## config.mk

```make
export PLATFORM = sky130hd
export DESIGN_NAME = imem_loader
export DESIGN_NICKNAME = d
export VERILOG_FILES = /design/src/rtl/imem_loader.sv
export SDC_FILE = /design/constraint.sdc
export NUM_CORES = 1
export LEC_CHECK = 0
export CAP_MARGIN = 20
export CORE_ASPECT_RATIO = 0.9
export CORE_UTILIZATION = 44
export DETAILED_ROUTE_END_ITERATION = 8
export GPL_TIMING_DRIVEN = 0
export PLACE_DENSITY = 0.66
export SLEW_MARGIN = 5
export SYNTH_ARGS = -nofsm -noshare
export SYNTH_HDL_FRONTEND = slang
export SYNTH_SLANG_ARGS = --single-unit
```

## constraint.sdc

```tcl
create_clock -name clk -period 6.5 [get_ports clk]
set_input_delay 1.625 -clock clk [delete_from_list [all_inputs] [get_ports clk]]
set_output_delay 1.625 -clock clk [all_outputs]
set_load 0.05 [all_outputs]
```

## src/rtl/imem_loader.sv

```systemverilog
// rtl/imem_loader.sv - streams a length/data/checksum frame into instruction memory, then releases the core
module imem_loader #(
   parameter int ADDR_W = 10
) (
   input  logic              clk,
   input  logic              rstn,
   input  logic              in_valid,
   input  logic [7:0]        in_data,
   output logic              in_ready,
   input  logic              reload,
   output logic              imem_we,
   output logic [ADDR_W-1:0] imem_addr,
   output logic [31:0]       imem_wdata,
   output logic              cpu_rstn,
   output logic              done,
   output logic              err
);

   typedef enum logic [2:0] {S_LEN, S_DATA, S_CHK, S_DONE, S_ERR} state_t;

   localparam logic [31:0]     MAX_WORDS = 32'(1) << ADDR_W;
   localparam logic [ADDR_W:0] IDX_ONE   = (ADDR_W+1)'(1);

   state_t            state_q, state_d;
   logic [1:0]        cnt_q, cnt_d;
   logic [31:0]       shift_q, shift_d;
   logic [ADDR_W:0]   len_q, len_d;
   logic [ADDR_W:0]   widx_q, widx_d;
   logic [31:0]       xor_q, xor_d;
   logic              we_q, we_d;
   logic [ADDR_W-1:0] addr_q, addr_d;
   logic [31:0]       wdata_q, wdata_d;
   logic              done_q, done_d;
   logic              err_q, err_d;
   logic              cpu_rstn_q, cpu_rstn_d;
   logic [31:0]       word_nxt;
   logic              xfer;

   assign in_ready   = ((state_q == S_LEN) || (state_q == S_DATA) || (state_q == S_CHK)) && !reload;
   assign xfer       = in_valid && in_ready;
   assign imem_we    = we_q;
   assign imem_addr  = addr_q;
   assign imem_wdata = wdata_q;
   assign cpu_rstn   = cpu_rstn_q;
   assign done       = done_q;
   assign err        = err_q;

   always_ff @(posedge clk or negedge rstn) begin
      if (!rstn) begin
         state_q    <= S_LEN;
         cnt_q      <= 2'd0;
         shift_q    <= 32'd0;
         len_q      <= '0;
         widx_q     <= '0;
         xor_q      <= 32'd0;
         we_q       <= 1'b0;
         addr_q     <= '0;
         wdata_q    <= 32'd0;
         done_q     <= 1'b0;
         err_q      <= 1'b0;
         cpu_rstn_q <= 1'b0;
      end else begin
         state_q    <= state_d;
         cnt_q      <= cnt_d;
         shift_q    <= shift_d;
         len_q      <= len_d;
         widx_q     <= widx_d;
         xor_q      <= xor_d;
         we_q       <= we_d;
         addr_q     <= addr_d;
         wdata_q    <= wdata_d;
         done_q     <= done_d;
         err_q      <= err_d;
         cpu_rstn_q <= cpu_rstn_d;
      end
   end

   always_comb begin
      state_d    = state_q;
      cnt_d      = cnt_q;
      shift_d    = shift_q;
      len_d      = len_q;
      widx_d     = widx_q;
      xor_d      = xor_q;
      we_d       = 1'b0;
      addr_d     = addr_q;
      wdata_d    = wdata_q;
      done_d     = done_q;
      err_d      = err_q;
      cpu_rstn_d = cpu_rstn_q;
      // Bytes enter at the top so the first byte ends up in bits 7:0.
      word_nxt   = {in_data, shift_q[31:8]};

      if (reload) begin
         state_d    = S_LEN;
         cnt_d      = 2'd0;
         widx_d     = '0;
         xor_d      = 32'd0;
         done_d     = 1'b0;
         err_d      = 1'b0;
         cpu_rstn_d = 1'b0;
      end else if (xfer) begin
         cnt_d   = cnt_q + 2'd1;
         shift_d = word_nxt;
         if (cnt_q == 2'd3) begin
            case (state_q)
               S_LEN: begin
                  len_d  = word_nxt[ADDR_W:0];
                  widx_d = '0;
                  if (word_nxt == 32'd0) begin
                     state_d = S_CHK;
                  end else if (word_nxt > MAX_WORDS) begin
                     state_d    = S_ERR;
                     err_d      = 1'b1;
                     cpu_rstn_d = 1'b0;
                  end else begin
                     state_d = S_DATA;
                  end
               end
               S_DATA: begin
                  we_d    = 1'b1;
                  addr_d  = widx_q[ADDR_W-1:0];
                  wdata_d = word_nxt;
                  xor_d   = xor_q ^ word_nxt;
                  widx_d  = widx_q + IDX_ONE;
                  if (widx_q == len_q - IDX_ONE) begin
                     state_d = S_CHK;
                  end
               end
               S_CHK: begin
                  if (word_nxt == xor_q) begin
                     state_d    = S_DONE;
                     done_d     = 1'b1;
                     cpu_rstn_d = 1'b1;
                  end else begin
                     state_d    = S_ERR;
                     err_d      = 1'b1;
                     cpu_rstn_d = 1'b0;
                  end
               end
               default: ;
            endcase
         end
      end
   end

endmodule

```

==> results_dict.tcl <==
set metrics [dict create \
    timing.reg2reg.setup_slack_ps 3930 \
    drive_above_1_share_pct 10.1 \
    dominant_synthesized_flop_cell "dfrtp_1" \
    route.vias.total 4892 \
    ir_worst_vdd_v 0.000213 \
    place_area_sq_um 6870 \
    synth_common_cells "nand2_1 (133), dfrtp_1 (129), o21ai_0 (67)" \
    finalClockSkew_ps 4.97 \
    worst_skew_pair.late_latency_ps 420 \
    cts_made_buffers 17 \
    mappedNetlistNets 635 \
    core_region_area_sq_um 13400 \
    die_h_um 113 \
    postLayoutCoreUtil_pct 55.3 \
    fp.dieW_um 126 \
    drt-pass1-iter-count 7 \
    hpwl_mm 10.4 \
    timing.reg2reg.worst_path_depth 8 \
    syn_area_sq_um 6060 \
    vias_per_cell 5.57 \
    max_slew_margin_pct 58.6 \
    dr.first_iter.drc_count 389 \
    drv_cap 0 \
    synth_top_area_share_pct 53.3 \
    cp-end-kind "primary output" \
    postCtsSetupRepairBufs 0 \
    cts_hold_buf 0 \
    m1WireLength_mm 6.91 \
    hold_path_depth 2 \
    syn-mean-instance-area_sq_um 9.77 \
    cts_sinks 129 \
    worst-endpoint-arrival_ps 3080 \
    floorplan.die_area_sq_um 14200 \
    wl_met2_mm 6.83 \
    post-route-cell-area_sq_um 7410 \
    std_cell_rows 40 \
    finish.net_count 712 \
    synth_enable_flop_cells 0 \
    timing.critical_path.required_ps 4880 \
    multi_input_area_sq_um 2690 \
    nature_of_the_critical_path_startpoint "input port" \
    clkTransAtPathRegs_ps 50 \
    n_fill_cell 1207 \
    vias_in_the_first_global_route 4788 \
    synth-async-reset-ratio_pct 100 \
    min_from "imem_addr[9]" \
    grt_antenna_before_repair 0 \
    total_leakage_power_nw 3.46 \
    clock_tree.buffer_depth 2 \
    hold_violations 0 \
    worstReg2RegEnd "xor_q[26]" \
    synth_area_leader_cell "dfrtp_1" \
    tritoncts "built" \
    grt_start_max_net_pins 68 \
    clock-root-buffer "clkbuf_16" \
    synth_cell_types 55 \
    route.top_layer_used "met4" \
    unrepaired_setup_endpoints_after_global_routing "no" \
    grt_first_pass_wirelength_mm 24.9 \
    total_wirelength_of_the_detailed_routed_design_mm 14.8 \
    floorplan.initialDensity_pct 45.2 \
    insertedDiodeCount 0 \
    holdCritPathClass "reg -> reg" \
    overflow 0 \
    report.power.total_mw 2.16 \
    timing.final.crit_period_ps 4710 \
    timing.setup.critical_path_class "in -> out" \
    sequential_cell_area_sq_um 3230 \
    status "finished with violations" \
    ys_ff_latch 129 \
    route.met3.wl_um 740 \
    cts_repair_resize_count 0 \
    io_buffer_count 57 \
    ys_warn_count 0 \
    post-synth-top-count-cell "nand2_1" \
    tightestPinTransition_ps 621 \
    antenna_violating_nets_post_route 0 \
    timing.fmax_mhz 212 \
    yosysSeqAreaShare_pct 53.3 \
    place_congestion 0.914 \
    slew_violations 0 \
    boundaryPins 59 \
    worstPathMaxFanout 10 \
    wire_per_inst_um 16.9 \
    grt.total_usage_pct 22.7 \
    detail_route.drc_violations 5 \
    finalSetupViolCount 0 \
    post-route-period-util_pct 72.4 \
    critical_path.reg2reg.startpoint "cnt_q[0]" \
    areaGrowthSynthToFinish_pct 22.3 \
    failed_checks "design-rule violations" \
    netlist_instances 620 \
    synth.top_cells.by_area "dfrtp_1 (53%), nand2_1 (8.2%), mux2_2 (6.5%)" \
    maximum_level_of_the_cts_h_tree 4 \
    whs_endpoint "imem_addr[9]" \
    power.density_nw_per_um2 292 \
]
## cells by family after synthesis
logic type	after synthesis	share of synthesized area, %
AO/OA/AOI/OAI	99	9.46
XOR/XNOR	49	7.08
adder cells (fa/ha/maj)	3	0.620
buffers and inverters	36	2.35
flip-flops	129	53.3
multiplexers	36	6.67
AND/OR/NAND/NOR	268	20.5
## final cells by class
| cell class | count | area share (%) |
|---|---|---|
| Clock inverter | 6 | 0.743 |
| Tap cell | 168 | 2.84 |
| Inverter | 10 | 0.506 |
| Multi-Input combinational cell | 455 | 36.3 |
| Timing Repair Buffer | 58 | 8.09 |
| Sequential cell | 129 | 43.6 |
| Clock buffer | 26 | 6.60 |
| Buffer | 26 | 1.42 |
## cell usage in the layout (no fill, tap or decap), types with 3 or more instances in the layout
cell type	n
clkbuf_1	27
nand2b_1	4
inv_1	9
nand3b_1	3
nand4_1	7
or3_1	5
nor2b_1	4
clkdlybuf4s50_1	56
and2_1	3
a21oi_1	6
nor3_1	4
clkbuf_8	3
nor2_1	57
ha_1	3
xnor2_1	14
nor4_1	21
o22ai_1	3
xor2_1	35
or4_1	4
clkbuf_16	17
clkinv_2	5
o21ai_0	67
mux2_2	35
nand3_1	7
nand2_1	133
buf_1	3
dfrtp_1	129
o31ai_1	4
## flip-flops by register name, indices dropped and copies added, names as in the netlist, 2 cells and up
register    cells
widx_q         11
xor_q          32
len_q          11
shift_q        24
imem_addr      10
cnt_q           2
state_q         3
imem_wdata     32
## stage by stage
| stage | cells | setup WS (ps) | setup TNS (ps) | hold slack, ps |
|---|---|---|---|---|
| finish | 878 | 1790 | 0 | 470 |
| floorplan | 620 | 1820 | 0 | 468 |
| detailed placement | 846 | 1800 | 0 | 462 |
| CTS | 878 | 1790 | 0 | 476 |
| global route | 878 | 1690 | 0 | 495 |
| global placement | 845 | -1210 | -154550 | 458 |
## layer usage
metal | global-route usage, % | vias up
met4 | 9.43 | 0
met2 | 34.6 | 159
met5 | 0 | -
met3 | 6.10 | 34
met1 | 30.8 | 2411
li1 | - | 2288
## worst max-delay path, cell delays in order
cell and delay [ps]:
clkbuf_1 190, a211oi_1 380, clkdlybuf4s50_1 880
## how the worst max path moves through the flow
stage                                end  startpoint  cells past startpoint  slack (ps)
after floorplan                 in_ready      reload                      2        1820
after detailed placement        in_ready      reload                      3        1800
after global placement    imem_wdata[26]        rstn                      1       -1210
final                           in_ready      reload                      3        1790
after global routing            in_ready      reload                      3        1690
after CTS                       in_ready      reload                      3        1790
## report_power, final
| group | total (mW) | switching (mW) | leakage [nW] | internal (mW) |
|---|---|---|---|---|
| Sequential | 0.973 | 0.108 | 1.74 | 0.865 |
| Combinational | 0.311 | 0.170 | 1.44 | 0.141 |
| Clock | 0.879 | 0.327 | 0.272 | 0.552 |
(Power assumes the default switching activity.)
